$ cat config.mk
export PLATFORM = sky130hd
export DESIGN_NAME = simon_flash_player
export DESIGN_NICKNAME = d
export VERILOG_FILES = /design/src/rtl/simon_flash_player_pkg.sv /design/src/rtl/simon_flash_player_fifo.sv /design/src/rtl/simon_flash_player.sv
export SDC_FILE = /design/constraint.sdc
export NUM_CORES = 1
export LEC_CHECK = 0
export CAP_MARGIN = 30
export CORE_ASPECT_RATIO = 0.5
export CORE_UTILIZATION = 50
export CTS_BUF_LIST = sky130_fd_sc_hd__clkbuf_4 sky130_fd_sc_hd__clkbuf_8
export DETAILED_ROUTE_END_ITERATION = 16
export GPL_TIMING_DRIVEN = 1
export PLACE_DENSITY_LB_ADDON = 0.12
export SYNTH_ARGS = -nofsm -noshare
export SYNTH_HDL_FRONTEND = slang
export SYNTH_SLANG_ARGS = --single-unit
$ cat constraint.sdc
create_clock -name Clk -period 3.9 [get_ports Clk]
set_input_delay 0.78 -clock Clk [delete_from_list [all_inputs] [get_ports Clk]]
set_output_delay 0.78 -clock Clk [all_outputs]
set_load 0.05 [all_outputs]
$ cat src/rtl/simon_flash_player_pkg.sv
// -----------------------------------------------------------------------------
// simon_flash_player_pkg
// Shared definitions for the Simon flash player: colour code width and values,
// player FSM state encoding, and a colour-validity helper.
// -----------------------------------------------------------------------------
package simon_flash_player_pkg;

  localparam int COLOR_W = 3;

  localparam logic [COLOR_W-1:0] COLOR_NONE   = 3'd0;
  localparam logic [COLOR_W-1:0] COLOR_RED    = 3'd1;
  localparam logic [COLOR_W-1:0] COLOR_BLUE   = 3'd2;
  localparam logic [COLOR_W-1:0] COLOR_YELLOW = 3'd3;
  localparam logic [COLOR_W-1:0] COLOR_GREEN  = 3'd4;

  typedef enum logic [1:0] {
    ST_IDLE = 2'd0,
    ST_SHOW = 2'd1,
    ST_GAP  = 2'd2
  } state_e;

  // Only RED..GREEN are real colours; anything else is dropped at the input.
  function automatic logic is_valid_color(input logic [COLOR_W-1:0] c);
    return (c >= COLOR_RED) && (c <= COLOR_GREEN);
  endfunction

endpackage

$ cat src/rtl/simon_flash_player_fifo.sv
// -----------------------------------------------------------------------------
// flash_fifo
// Small synchronous FIFO holding colour codes waiting to be flashed.
// Ports:
//   i_clk, i_rst   clock, asynchronous active-high reset
//   i_clear        synchronous flush; dominates push and pop
//   i_push/i_data  write request and data (ignored when full)
//   i_pop          read request (ignored when empty)
//   o_full/o_empty occupancy flags
//   o_head         data at the read pointer (valid while !o_empty)
// -----------------------------------------------------------------------------
module flash_fifo #(
  parameter int DEPTH = 16,
  parameter int WIDTH = 3
) (
  input  logic             i_clk,
  input  logic             i_rst,
  input  logic             i_clear,
  input  logic             i_push,
  input  logic [WIDTH-1:0] i_data,
  input  logic             i_pop,
  output logic             o_full,
  output logic             o_empty,
  output logic [WIDTH-1:0] o_head
);

  localparam int AW = $clog2(DEPTH);

  logic [WIDTH-1:0] r_mem [DEPTH];
  logic [AW-1:0]    r_wr_ptr;
  logic [AW-1:0]    r_rd_ptr;
  logic [AW:0]      r_count;
  logic             w_do_push;
  logic             w_do_pop;

  // Full is decided on the current count only, so a pop never frees a slot
  // for a push in the same cycle.
  assign o_full    = (r_count == (AW+1)'(DEPTH));
  assign o_empty   = (r_count == {(AW+1){1'b0}});
  assign o_head    = r_mem[r_rd_ptr];
  assign w_do_push = i_push && !o_full && !i_clear;
  assign w_do_pop  = i_pop && !o_empty && !i_clear;

  // Storage array; written only on an accepted push.
  always_ff @(posedge i_clk) begin
    if (w_do_push) begin
      r_mem[r_wr_ptr] <= i_data;
    end
  end

  // Pointers wrap naturally because DEPTH is a power of two.
  always_ff @(posedge i_clk or posedge i_rst) begin
    if (i_rst) begin
      r_wr_ptr <= {AW{1'b0}};
      r_rd_ptr <= {AW{1'b0}};
      r_count  <= {(AW+1){1'b0}};
    end else if (i_clear) begin
      r_wr_ptr <= {AW{1'b0}};
      r_rd_ptr <= {AW{1'b0}};
      r_count  <= {(AW+1){1'b0}};
    end else begin
      if (w_do_push) r_wr_ptr <= r_wr_ptr + AW'(1);
      if (w_do_pop)  r_rd_ptr <= r_rd_ptr + AW'(1);
      case ({w_do_push, w_do_pop})
        2'b10:   r_count <= r_count + (AW+1)'(1);
        2'b01:   r_count <= r_count - (AW+1)'(1);
        default: r_count <= r_count;
      endcase
    end
  end

endmodule

$ cat src/rtl/simon_flash_player.sv
// -----------------------------------------------------------------------------
// simon_flash_player
// Buffers colour codes from the game FSM and replays each one for ON_CYCLES
// clocks followed by an OFF_CYCLES blank gap.
// Ports:
//   Clk, Reset    clock, asynchronous active-high reset
//   Clear         synchronous flush back to idle/empty
//   In_Valid      In_Color valid this cycle
//   In_Color      colour code 1..4 (others dropped)
//   In_Ready      FIFO not full
//   Flash_Color   colour on display, 0 = blank
//   Flash_Active  high while a colour is shown
//   Busy          player not idle or FIFO holds entries
//   Done_Pulse    one cycle after the last gap ends with nothing queued
//   Overflow      sticky: a valid colour was offered while full
//   Shown_Count   (only with FLASH_PLAYER_CNT_EN) saturating count of shows
// Build option: define FLASH_PLAYER_CNT_EN to add Shown_Count.
// -----------------------------------------------------------------------------
module simon_flash_player
  import simon_flash_player_pkg::*;
#(
  parameter int DEPTH      = 16,
  parameter int ON_CYCLES  = 50_000_000,
  parameter int OFF_CYCLES = 25_000_000
) (
  input  logic         Clk,
  input  logic         Reset,
  input  logic         Clear,
  input  logic         In_Valid,
  input  logic [2:0]   In_Color,
  output logic         In_Ready,
  output logic [2:0]   Flash_Color,
  output logic         Flash_Active,
  output logic         Busy,
  output logic         Done_Pulse,
`ifdef FLASH_PLAYER_CNT_EN
  output logic [7:0]   Shown_Count,
`endif
  output logic         Overflow
);

  localparam int MAX_CYC = (ON_CYCLES > OFF_CYCLES) ? ON_CYCLES : OFF_CYCLES;
  localparam int CNT_W   = (MAX_CYC > 1) ? $clog2(MAX_CYC) : 1;
  localparam logic [CNT_W-1:0] ON_LOAD  = CNT_W'(ON_CYCLES - 1);
  localparam logic [CNT_W-1:0] OFF_LOAD = CNT_W'(OFF_CYCLES - 1);

  state_e               r_state, w_state_nxt;
  logic [CNT_W-1:0]     r_cnt, w_cnt_nxt;
  logic [COLOR_W-1:0]   r_flash_color, w_flash_color_nxt;
  logic                 r_active;
  logic                 r_done, w_done_nxt;
  logic                 r_overflow, w_overflow_nxt;
  logic                 w_show_end;
  logic                 w_offer;
  logic                 w_push;
  logic                 w_pop;
  logic                 w_full;
  logic                 w_empty;
  logic [COLOR_W-1:0]   w_head;

  assign w_offer = In_Valid && is_valid_color(In_Color);
  assign w_push  = w_offer && !w_full && !Clear;

  flash_fifo #(
    .DEPTH (DEPTH),
    .WIDTH (COLOR_W)
  ) u_fifo (
    .i_clk   (Clk),
    .i_rst   (Reset),
    .i_clear (Clear),
    .i_push  (w_push),
    .i_data  (In_Color),
    .i_pop   (w_pop),
    .o_full  (w_full),
    .o_empty (w_empty),
    .o_head  (w_head)
  );

  // Next-state, timer and output decode; Clear overrides everything last.
  always_comb begin
    w_state_nxt       = r_state;
    w_cnt_nxt         = r_cnt;
    w_flash_color_nxt = r_flash_color;
    w_done_nxt        = 1'b0;
    w_pop             = 1'b0;
    w_show_end        = 1'b0;
    w_overflow_nxt    = r_overflow | (w_offer && w_full);

    case (r_state)
      ST_IDLE: begin
        if (!w_empty) begin
          w_pop             = 1'b1;
          w_flash_color_nxt = w_head;
          w_cnt_nxt         = ON_LOAD;
          w_state_nxt       = ST_SHOW;
        end else begin
          w_flash_color_nxt = COLOR_NONE;
        end
      end
      ST_SHOW: begin
        if (r_cnt != {CNT_W{1'b0}}) begin
          w_cnt_nxt = r_cnt - CNT_W'(1);
        end else begin
          w_flash_color_nxt = COLOR_NONE;
          w_cnt_nxt         = OFF_LOAD;
          w_state_nxt       = ST_GAP;
          w_show_end        = 1'b1;
        end
      end
      ST_GAP: begin
        if (r_cnt != {CNT_W{1'b0}}) begin
          w_cnt_nxt = r_cnt - CNT_W'(1);
        end else if (!w_empty) begin
          // Chain straight into the next colour without an idle cycle.
          w_pop             = 1'b1;
          w_flash_color_nxt = w_head;
          w_cnt_nxt         = ON_LOAD;
          w_state_nxt       = ST_SHOW;
        end else begin
          w_state_nxt = ST_IDLE;
          w_done_nxt  = 1'b1;
        end
      end
      default: begin
        w_state_nxt       = ST_IDLE;
        w_cnt_nxt         = {CNT_W{1'b0}};
        w_flash_color_nxt = COLOR_NONE;
      end
    endcase

    if (Clear) begin
      w_state_nxt       = ST_IDLE;
      w_cnt_nxt         = {CNT_W{1'b0}};
      w_flash_color_nxt = COLOR_NONE;
      w_done_nxt        = 1'b0;
      w_pop             = 1'b0;
      w_show_end        = 1'b0;
      w_overflow_nxt    = 1'b0;
    end else begin
      w_overflow_nxt = w_overflow_nxt;
    end
  end

  // State, timer and registered outputs.
  always_ff @(posedge Clk or posedge Reset) begin
    if (Reset) begin
      r_state       <= ST_IDLE;
      r_cnt         <= {CNT_W{1'b0}};
      r_flash_color <= COLOR_NONE;
      r_active      <= 1'b0;
      r_done        <= 1'b0;
      r_overflow    <= 1'b0;
    end else begin
      r_state       <= w_state_nxt;
      r_cnt         <= w_cnt_nxt;
      r_flash_color <= w_flash_color_nxt;
      r_active      <= (w_state_nxt == ST_SHOW);
      r_done        <= w_done_nxt;
      r_overflow    <= w_overflow_nxt;
    end
  end

`ifdef FLASH_PLAYER_CNT_EN
  logic [7:0] r_shown_count;

  // Saturating count of completed SHOW periods.
  always_ff @(posedge Clk or posedge Reset) begin
    if (Reset) begin
      r_shown_count <= 8'd0;
    end else if (Clear) begin
      r_shown_count <= 8'd0;
    end else if (w_show_end && (r_shown_count != 8'd255)) begin
      r_shown_count <= r_shown_count + 8'd1;
    end else begin
      r_shown_count <= r_shown_count;
    end
  end

  assign Shown_Count = r_shown_count;
`endif

  assign Flash_Color  = r_flash_color;
  assign Flash_Active = r_active;
  assign Done_Pulse   = r_done;
  assign Overflow     = r_overflow;
  assign In_Ready     = !w_full;
  assign Busy         = (r_state != ST_IDLE) || !w_empty;

endmodule

==> out/results.txt, run 1 <==
Estimated wirelength of the detail-placed design: 8116 um
Maximum level of the CTS H-tree: 3
Antenna violations before repair: 0
Outcome: finished clean
Simple-gate portion of the synthesized area: 0.1752
Area share of the largest cell type after synthesis: 0.2864
Count of mapped cells out of synthesis: 460
Fraction of synthesis flops using an asynchronous set or reset pin: 0.4947
Final critical path time including I/O delays and setup: 3.593 ns
Synth Area in Adders: 0.02883
Largest net degree at the start of global routing: 39
Library cell occupying the most area in the post-synthesis netlist: edfxtp_1
Crit path top cell by count: inv_1
Highest clock rate: 278.3 MHz
Proportion of layout cells with a drive suffix above 1: 0.1222
Critical Path End: u_fifo.r_count[4]
EDFF count, synth: 48
Sink Count: 95
Critical Path Source Type: register
Total global-route track usage: 0.2457
End of the worst register-to-register path: u_fifo.r_count[4]
Area fraction in compound gates after synthesis: 0.1417
Data required time at the worst endpoint: 4.17 ns
Height of the die: 72.95 um
Type of the worst setup path: reg -> reg
Post-cts gate resize count: 0
Hold_buf cts: 0
Number of synthesized register bits: 95
Max-cap violations: 0
Fraction of the yosys area taken by sequential cells: 0.5200
Fraction of synthesized cell area in xor and xnor cells: 0.02784
Final clock period utilization by the worst path: 0.9212
Detailed-route wire length: 11710 um
Max-slew violation count: 0
Max-Slew Margin vs Limit: 0.3965
Detailed-route wire length per cell: 18.94 um
Number of global-route vias before repair: 3555
Clock root buffer: clkbuf_8
Count of standard-cell rows: 25
Mux cell area share after synthesis: 0.07333
Most used flip-flop cell after synthesis: edfxtp_1
Number of setup buffers added after CTS: 0
Clock transition at the register clock pins on the worst setup and hold paths after CTS: 0.10 ns
Synthesized cell area: 0.005034 mm^2
1st-pass router iterations: 4
Core Footprint: 0.009603 mm^2
Yosys warning total: 0
Setup slack of the most critical reg-to-reg path: 0.31 ns
Top-Level Pins: 15
Largest family of logic cells by synthesized area: simple AND/OR/NAND/NOR gates
Fin Clk Skew: 0.01206 ns
P per Cell Area: 672.2 mW/mm^2
Total number of nets in the final design: 496
Overall via count from detail_route: 3783
Minimum setup slack in the final design: 0.3073 ns
Mean instance size in the synthesized netlist: 10.94 um^2
Die span in x: 143.9 um
Number of nets with antenna violations after routing: 0
Starting utilization of the core area: 0.5242
CTS tree: done
Global-route wire length before repair: 18970 um
Drt initial violations: 298
Worst slack, placed: 0.04707 ns
Layout-stage area growth over the synthesis result: 10.12%
RePlAce Congestion: 0.9466
Reported leakage power: 0.002062 uW
RSZ-0062 raised after global routing: no
Class of the worst hold path: reg -> reg
Crit. End Element: register
Number of nets produced by synthesis: 478
Number of buffers created by CTS: 9
Critical Path Max Stage Delay: 0.43 ns
Die ar.: 0.01050 mm^2
Worst-case reg-to-reg path depth: 15
Data arrival time of the worst path: 3.86 ns
Remaining routing DRC violations: 0
Port buffer count: 14
Remaining Overflow, GRT: 0
Launch point of the worst reg-to-reg path: r_cnt[0]
Top cell types by occurrence after synthesis: nor2_1, edfxtp_1, dfrtp_1
Vias per cell: 6.121
# setup viols final: 0
Worst Max-Slew Pin Slew: 0.9053 ns
Buffers from clock root to sink, at most: 2
Start point of the worst min-delay path: Overflow
Cell types with the largest area share after synthesis: edfxtp_1, dfrtp_1, mux4_2, nor2_1, a21oi_1
Crit path max fanout: 5
N_diodes: 0
Cell with the most instances after synthesis: nor2_1
Cell variety after synth: 65
Clock Latency Late Sink: 0.38 ns
Final count of hold timing violations: 0
CP cell instances: inv_1 -> ha_1 -> nor4b_2 -> nand4_1 -> o21ai_1 -> nand2_1 -> nor3_1 -> inv_1 -> fa_1 -> inv_1 -> a21o_1 -> a21oi_1 -> a211oi_1 -> a41oi_1 -> mux2_2
Final setup TNS: 0 ns
Setup crit start: r_cnt[0]
Worst voltage drop across the vdd grid: 0.0002520 V
Cell type of the slowest stage on the worst timing path: dfrtp_1
## metal layers
metal	vias to the layer above	global-route usage	part of all wire
met5	-	0	0
met3	9	0.05446	0.047
met2	105	0.3736	0.46
met1	1897	0.3551	0.49
met4	0	0.07210	0.0081
li1	1772	-	-
## worst max-delay path: cells and delay by family, from the launching register on
| family | cells | cell delay, ns |
|---|---|---|
| buf+inv | 3 | 0.29 |
| simple gates | 4 | 1.16 |
| flops | 1 | 0.43 |
| mux | 1 | 0.30 |
| fa+ha+maj | 2 | 0.56 |
| compound gates | 5 | 0.74 |
## through the flow
step	utilization	std cells	area, um^2	hold slack [ns]	power (uW)
3_5_place_dp	0.5579	602	5358	0.4889	3089
4_1_cts	0.5772	618	5543	0.5129	3721
5_1_grt	0.5772	618	5543	0.5529	3958
3_3_place_gp	0.5558	601	5338	0.4889	3067
2_1_floorplan	-	460	5034	0.5080	2604
6_report	0.5772	618	5543	0.5174	3726
## worst min-delay path by stage
stage / depth (start not counted) / to / slack, ns
2_1_floorplan: 1 / r_cnt[24] / 0.51
3_3_place_gp: 2 / Overflow / 0.49
3_5_place_dp: 2 / Overflow / 0.49
4_1_cts: 2 / Overflow / 0.51
5_1_grt: 1 / Flash_Color[0] / 0.55
6_report: 2 / Overflow / 0.52
## power breakdown
part | switching (uW) | internal (uW)
clock | 385 | 246
sequential | 217 | 1190
combinational | 1020 | 667
## layout by cell type, fill, tap and decap left out, drive strengths merged, types with 8 or more instances in the layout
cell            n
a21oi          32
a31oi           8
buf            13
clkbuf          9
clkdlybuf4s50  14
dfrtp          47
edfxtp         48
ha             10
inv            23
mux4           15
nand2          33
nand3          12
nor2           56
nor3           24
nor4           10
o21ai          23
xor2           10
## logic make-up after synthesis
family,Yosys count
AO/OA/AOI/OAI,106
XOR/XNOR,16
adder cells (fa/ha/maj),11
buffers and inverters,39
flip-flops,95
multiplexers,18
AND/OR/NAND/NOR,175
## flip-flops by register name, summed over array words and instances (netlist names)
register and count:
u_fifo.r_mem 48, r_cnt 26, u_fifo.r_count 5, u_fifo.r_rd_ptr 4
u_fifo.r_wr_ptr 4, Flash_Color 3, r_state 2, Done_Pulse 1
Flash_Active 1, Overflow 1
## area by class of cell
cell class | count | area [um^2]
tap | 135 | 168.9
sequential | 95 | 2618
timing repair buffer | 27 | 250.2
fill | 853 | 4060
clock inverter | 7 | 61.31
clock buffer | 9 | 123.9
inverter | 19 | 71.32
multi-input combinational | 326 | 2250
No activity file was read; power rests on OpenSTA's default activity.
==> inputs of run 2 (changes only) <==
--- a/config.mk
+++ b/config.mk
@@ -10,6 +10,7 @@
 export CORE_UTILIZATION = 50
 export CTS_BUF_LIST = sky130_fd_sc_hd__clkbuf_4 sky130_fd_sc_hd__clkbuf_8
 export DETAILED_ROUTE_END_ITERATION = 16
+export GPL_ROUTABILITY_DRIVEN = 0
 export GPL_TIMING_DRIVEN = 1
 export PLACE_DENSITY_LB_ADDON = 0.12
 export SYNTH_ARGS = -nofsm -noshare
==> run 2 against run 1 <==
  * Clock power increased by 0.6%
  * Die area unchanged
  * Fmax decreased by 1.7%
  * Clock skew about the same
  * Register-to-register slack improved by 0.22 ns
  * Sequential power about the same
  * Cell area increased by 0.23%
  * Critical endpoint is now Busy
  * Highest routed layer unchanged
==> out/results.txt, run 2 (synthesized netlist as in run 1, its figures left out) <==
Biggest register: u_fifo.r_mem
Remaining routing DRC violations: 0 (unchanged)
Antenna violations before repair: 0 (unchanged)
Crit path max fanout: 5 (unchanged)
N_diodes: 0 (unchanged)
Launch point of the worst reg-to-reg path: r_cnt[0]
Max-Slew Margin vs Limit: 0.4081 (+0.01165)
Top flop regs: u_fifo.r_mem: 48 flops, r_cnt: 26 flops, u_fifo.r_count: 5 flops
Most common library cell in the layout ignoring fill and taps: nor2_1
Sequential cell area: 0.002618 mm^2 (unchanged)
Remaining Overflow, GRT: 0 (unchanged)
Number of setup buffers added after CTS: 0 (unchanged)
Filler instances: 831 (-2.6%)
# setup viols final: 0 (unchanged)
Final standard cell area without fillers: 0.005555 mm^2 (+0.23%)
Critical Path Max Stage Delay: 0.73 ns (+0.30 ns)
Critical Path Source Type: register
Worst voltage drop across the vdd grid: 0.0002096 V (-17%)
Hold Crit Endpoint: Flash_Color[1]
Detailed-route wire length per cell: 19.08 um (+0.70%)
Max-slew violation count: 0 (unchanged)
Estimated wirelength of the detail-placed design: 8207 um (+1.1%)
Largest net degree at the start of global routing: 39 (unchanged)
Top-Level Pins: 15 (unchanged)
Clock Latency Late Sink: 0.38 ns (about the same)
Data required time at the worst endpoint: 3.12 ns (-1.05 ns)
Hold Path Cell Cnt: 1 (-1)
Buffers from clock root to sink, at most: 2 (unchanged)
RSZ-0062 raised after global routing: no
Met3 demand-to-capacity share in global routing: 0.06102 (+0.006562)
Fin Clk Skew: 0.01254 ns (+0.0004814 ns)
Height of the die: 72.95 um (unchanged)
Total global-route track usage: 0.2491 (+0.003416)
Data arrival time of the worst path: 2.88 ns (-0.98 ns)
Detailed-route wire length: 11810 um (+0.86%)
Instance area at placement: 0.005365 mm^2 (+0.14%)
Die span in x: 143.9 um (unchanged)
Setup slack of the most critical reg-to-reg path: 0.53 ns (+0.22 ns)
Buffers plus inverters on the worst setup path: 2 (-1)
Global-route wire length before repair: 19090 um (+0.65%)
Final setup TNS: 0 ns (unchanged)
Layout-stage area growth over the synthesis result: 10.37%
Start point of the worst min-delay path: Flash_Color[1]
Met2 global-route usage: 0.3591 (-0.01449)
Outcome: finished clean
Final clock period utilization by the worst path: 0.9374 (+0.01616)
Number of global-route vias before repair: 3433 (-3.4%)
Cell type of the slowest stage on the worst timing path: clkdlybuf4s50_1
Max-cap violations: 0 (unchanged)
Multi-input combinational cell area: 0.002255 mm^2 (+0.22%)
Drt initial violations: 407 (+37%)
Global routing usage on met1: 0.3762 (+0.02113)
Starting utilization of the core area: 0.5242 (unchanged)
Number of buffers created by CTS: 9 (unchanged)
CTS tree: done
Worst Max-Slew Pin Slew: 0.8878 ns (-0.01747 ns)
Type of the worst setup path: reg -> out
Reported leakage power: 0.002069 uW (+0.32%)
Final critical path time including I/O delays and setup: 3.656 ns (+0.06303 ns)
Sink Count: 95 (unchanged)
Class of the worst hold path: reg -> reg
Worst-case reg-to-reg path depth: 15 (unchanged)
Most crowded layer after global routing: met1
Final count of hold timing violations: 0 (unchanged)
1st-pass router iterations: 5 (+1)
Largest register FFs: 48 (unchanged)
Crit. End Element: primary output
Total number of nets in the final design: 497 (+0.20%)
Overall via count from detail_route: 3747 (-0.95%)
Die ar.: 0.01050 mm^2 (unchanged)
Highest clock rate: 273.5 MHz (-1.7%)
Core Footprint: 0.009603 mm^2 (unchanged)
Clock root buffer: clkbuf_8
Instance count on the critical path: 5 (-10)
CP cell instances: nor4_1 -> nand2_1 -> nor3_1 -> inv_1 -> clkdlybuf4s50_1
Maximum level of the CTS H-tree: 3 (unchanged)
End of the worst register-to-register path: u_fifo.r_count[4]
Clock transition at the register clock pins on the worst setup and hold paths after CTS: 0.10 ns (about the same)
Most frequent cells in the layout: nor2_1, edfxtp_1, dfrtp_1, nand2_1, a21oi_1
Crit path max-delay family: simple AND/OR/NAND/NOR gates
Port buffer count: 14 (unchanged)
P per Cell Area: 671.8 mW/mm^2 (about the same)
Proportion of layout cells with a drive suffix above 1: 0.1260 (+0.003880)
Vias per cell: 6.053 (-1.1%)
Count of standard-cell rows: 25 (unchanged)
Number of nets with antenna violations after routing: 0 (unchanged)
## run 2: cell count changes in the layout (fill, tap and decap cells not counted), sizes merged
cell	before	now
buf	13	14
## run 2: repair_timing
item | 4_1_cts | 5_1_grt
hold buffers | 0 | 0
resized for setup | 0 | 1
setup endpoints to repair | 0 | 1
## run 2: area by class of cell
type,count,share of cell area
clock inverters,7,0.01104
flip-flops and latches,95,0.4712
clock buffers,9,0.02230
repair buffers,28,0.04640
inverters,19,0.01284
multi-input cells,326,0.4059
well taps,135,0.03041
## run 2: report_power, final
group	internal, uW	switching (uW)
sequential	1190	209
combinational	674	1020
clock	246	388
total	2110	1620
## run 2: worst register-to-register path, cell delays in order, from the launching register on
cell and delay [ns]:
dfrtp_1 0.43, inv_1 0.12, ha_1 0.14, nor4b_2 0.34
nand4_1 0.29, o21ai_1 0.25, nand2_1 0.11, nor3_2 0.27
inv_1 0.09, fa_1 0.40, inv_1 0.07, a21o_1 0.10
a21oi_1 0.07, a211oi_1 0.23, a41oi_1 0.07, mux2_2 0.30
## run 2: layer usage
metal | vias to the layer above | part of all wire
met4 | 0 | 0.0097
met5 | - | 0
li1 | 1771 | -
met1 | 1844 | 0.49
met3 | 8 | 0.054
met2 | 124 | 0.45
## run 2: how the worst max path moves through the flow
stage | from | slack [ns] | end
after floorplan | r_cnt[0] | 0.48 | u_fifo.r_count[4]
after global routing | r_cnt[0] | 0.14 | u_fifo.r_count[4]
after CTS | u_fifo.r_count[1] | 0.29 | Busy
after global placement | In_Color[0] | 0.22 | u_fifo.r_count[4]
final | u_fifo.r_count[1] | 0.24 | Busy
after detailed placement | In_Color[0] | 0.12 | u_fifo.r_count[4]
## run 2: per-stage QoR
stage / total power (uW) / instances / hold WS [ns] / util / setup WS, ns
after detailed placement: 3099 / 603 / 0.4907 / 0.5587 / 0.1197
after CTS: 3731 / 619 / 0.5168 / 0.5780 / 0.2929
after floorplan: 2604 / 460 / 0.5080 / - / 0.4803
final: 3732 / 619 / 0.5133 / 0.5785 / 0.2443
after global routing: 3977 / 619 / 0.5454 / 0.5785 / 0.1371
after global placement: 3082 / 602 / 0.4839 / 0.5566 / 0.2203
==> inputs of run 3 (changes only) <==
--- a/config.mk
+++ b/config.mk
@@ -12,7 +12,7 @@
 export DETAILED_ROUTE_END_ITERATION = 16
 export GPL_ROUTABILITY_DRIVEN = 0
 export GPL_TIMING_DRIVEN = 1
-export PLACE_DENSITY_LB_ADDON = 0.12
+export PLACE_DENSITY_LB_ADDON = 0.15
 export SYNTH_ARGS = -nofsm -noshare
 export SYNTH_HDL_FRONTEND = slang
 export SYNTH_SLANG_ARGS = --single-unit
==> run 3 against run 2 <==
  * Via count decreased by 0.48%
  * First-iteration DRC count is 3.9% higher
  * Critical endpoint unchanged
  * Total power rose by 0.25%
  * Critical path depth did not move
  * Sequential share of layout area barely moved
  * Clock power grew 3.8%
  * Largest power group unchanged
==> out/results.txt, run 3 (synthesized netlist as in run 1, its figures left out) <==
Detailed-route wire length: 11580 um (-2.0%)
Most frequent cells in the layout: nor2_1, edfxtp_1, dfrtp_1, nand2_1, a21oi_1
Instance area at placement: 0.005358 mm^2 (-0.14%)
Data arrival time of the worst path: 2.90 ns (+0.02 ns)
# setup viols final: 0 (unchanged)
Fin Clk Skew: 0.01048 ns (-0.002063 ns)
Filler instances: 842 (+1.3%)
Worst Max-Slew Pin Slew: 0.8876 ns (-0.0002436 ns)
Layout-stage area growth over the synthesis result: 10.44% (about the same)
Max-Slew Margin vs Limit: 0.4071 (-0.001055)
Outcome: finished clean
Final Total Pwr: 3741 uW (+0.25%)
Biggest register: u_fifo.r_mem
Data required time at the worst endpoint: 3.12 ns (about the same)
Most common library cell in the layout ignoring fill and taps: nor2_1
Setup slack of the most critical reg-to-reg path: 0.41 ns (-0.12 ns)
Count of standard-cell rows: 25 (unchanged)
RSZ-0062 raised after global routing: no
Final setup TNS: 0 ns (unchanged)
Critical Path Max Stage Delay: 0.74 ns (about the same)
Launch point of the worst reg-to-reg path: r_cnt[0]
Crit path max fanout: 5 (unchanged)
Final standard cell area without fillers: 0.005559 mm^2 (about the same)
Estimated wirelength of the detail-placed design: 8059 um (-1.8%)
Global-route wire length before repair: 18950 um (-0.76%)
P per Cell Area: 673.0 mW/mm^2 (+0.18%)
Start point of the worst min-delay path: Flash_Color[0]
Buffers from clock root to sink, at most: 2 (unchanged)
Top flop regs: u_fifo.r_mem: 48 flops, r_cnt: 26 flops, u_fifo.r_count: 5 flops
Largest register FFs: 48 (unchanged)
N_diodes: 0 (unchanged)
Largest net degree at the start of global routing: 39 (unchanged)
Max-cap violations: 0 (unchanged)
Clock root buffer: clkbuf_8
Number of nets with antenna violations after routing: 0 (unchanged)
Vias per cell: 6.034 (-0.32%)
Clock Latency Late Sink: 0.39 ns (about the same)
Final critical path time including I/O delays and setup: 3.679 ns (+0.02367 ns)
Worst voltage drop across the vdd grid: 0.0002703 V (+29%)
Die span in x: 143.9 um (unchanged)
Critical Path Source Type: register
Drt initial violations: 423 (+3.9%)
Overall via count from detail_route: 3729 (-0.48%)
Type of the worst setup path: reg -> out
Total global-route track usage: 0.2450 (-0.004121)
Total number of nets in the final design: 496 (-0.20%)
Remaining routing DRC violations: 0 (unchanged)
Top-Level Pins: 15 (unchanged)
Sink Count: 95 (unchanged)
Height of the die: 72.95 um (unchanged)
Max-slew violation count: 0 (unchanged)
Hold Crit Endpoint: Flash_Color[0]
CP cell instances: nor4_1 -> nand2_1 -> nor3_1 -> inv_1 -> clkdlybuf4s50_1
Number of buffers created by CTS: 9 (unchanged)
Highest clock rate: 271.8 MHz (-0.64%)
Remaining Overflow, GRT: 0 (unchanged)
Die ar.: 0.01050 mm^2 (unchanged)
Final count of hold timing violations: 0 (unchanged)
Final clock period utilization by the worst path: 0.9434 (+0.006068)
Detailed-route wire length per cell: 18.73 um (-1.8%)
Crit. End Element: primary output
CTS tree: done
Hold Path Cell Cnt: 1 (unchanged)
Proportion of layout cells with a drive suffix above 1: 0.1263 (+0.0002609)
Maximum level of the CTS H-tree: 3 (unchanged)
Cell type of the slowest stage on the worst timing path: clkdlybuf4s50_1
Core Footprint: 0.009603 mm^2 (unchanged)
Worst-case reg-to-reg path depth: 15 (unchanged)
1st-pass router iterations: 5 (unchanged)
Number of global-route vias before repair: 3550 (+3.4%)
End of the worst register-to-register path: u_fifo.r_count[4]
Class of the worst hold path: reg -> reg
Port buffer count: 14 (unchanged)
Clock transition at the register clock pins on the worst setup and hold paths after CTS: 0.10 ns (about the same)
Starting utilization of the core area: 0.5242 (unchanged)
Reported leakage power: 0.002065 uW (-0.18%)
Antenna violations before repair: 0 (unchanged)
-- run 3: cell types whose count changed in the layout (fill, tap and decap cells not counted) --
cell	before	now
clkinv_8	0	1
clkinvlp_4	0	1
buf_4	13	12
clkinv_4	2	1
clkinv_1	1	0
-- run 3: layer usage --
| metal | wire [um] | global-route usage |
|---|---|---|
| met1 | 5468 | 0.3444 |
| met2 | 5263 | 0.3773 |
| met3 | 691 | 0.05906 |
| met4 | 151 | 0.07920 |
| met5 | 0 | 0 |
-- run 3: through the flow --
| stage | util | cells | hold WS (ns) | setup WS, ns |
|---|---|---|---|---|
| floorplan | - | 460 | 0.5080 | 0.4803 |
| global placement | 0.5558 | 601 | 0.4779 | 0.1887 |
| detailed placement | 0.5579 | 602 | 0.4935 | 0.09838 |
| CTS | 0.5784 | 618 | 0.5190 | 0.2190 |
| global route | 0.5789 | 618 | 0.5548 | 0.05424 |
| finish | 0.5789 | 618 | 0.5135 | 0.2206 |
-- run 3: power breakdown --
part           internal (uW)  leakage, uW  switching (uW)
Sequential              1190      0.00106             224
Clock                    252    0.0000970             407
Combinational            669     0.000910             997
Total                   2110      0.00206            1630
-- run 3: cell type report --
| class | instances | area (um^2) | area share |
|---|---|---|---|
| clock inverters | 7 | 72.57 | 0.01305 |
| multi-input cells | 326 | 2255 | 0.4056 |
| clock buffers | 9 | 123.9 | 0.02228 |
| repair buffers | 27 | 250.2 | 0.04501 |
| flip-flops and latches | 95 | 2618 | 0.4709 |
| well taps | 135 | 168.9 | 0.03038 |
| inverters | 19 | 71.32 | 0.01283 |
-- run 3: worst max path at each step --
| stage | start | to | slack [ns] | depth (start not counted) |
|---|---|---|---|---|
| CTS | u_fifo.r_count[0] | Busy | 0.22 | 5 |
| finish | u_fifo.r_count[0] | Busy | 0.22 | 5 |
| global route | u_fifo.r_count[0] | Busy | 0.05 | 5 |
| floorplan | r_cnt[0] | u_fifo.r_count[4] | 0.48 | 14 |
| detailed placement | In_Color[1] | u_fifo.r_count[4] | 0.1 | 12 |
| global placement | In_Color[1] | u_fifo.r_count[4] | 0.19 | 12 |
-- run 3: timing repair --
item | 4_1_cts | 5_1_grt
resized for setup | 0 | 1
setup endpoints to repair | 0 | 1
setup buffers | 0 | 0
hold endpoints to repair | 0 | 0
hold buffers | 0 | 0
-- run 3: critical path: cells and delay by family, from the launching register on --
family | cells | cell delay, ns
flip-flops | 1 | 0.45
AND/OR/NAND/NOR | 3 | 1.16
buffers and inverters | 2 | 0.91
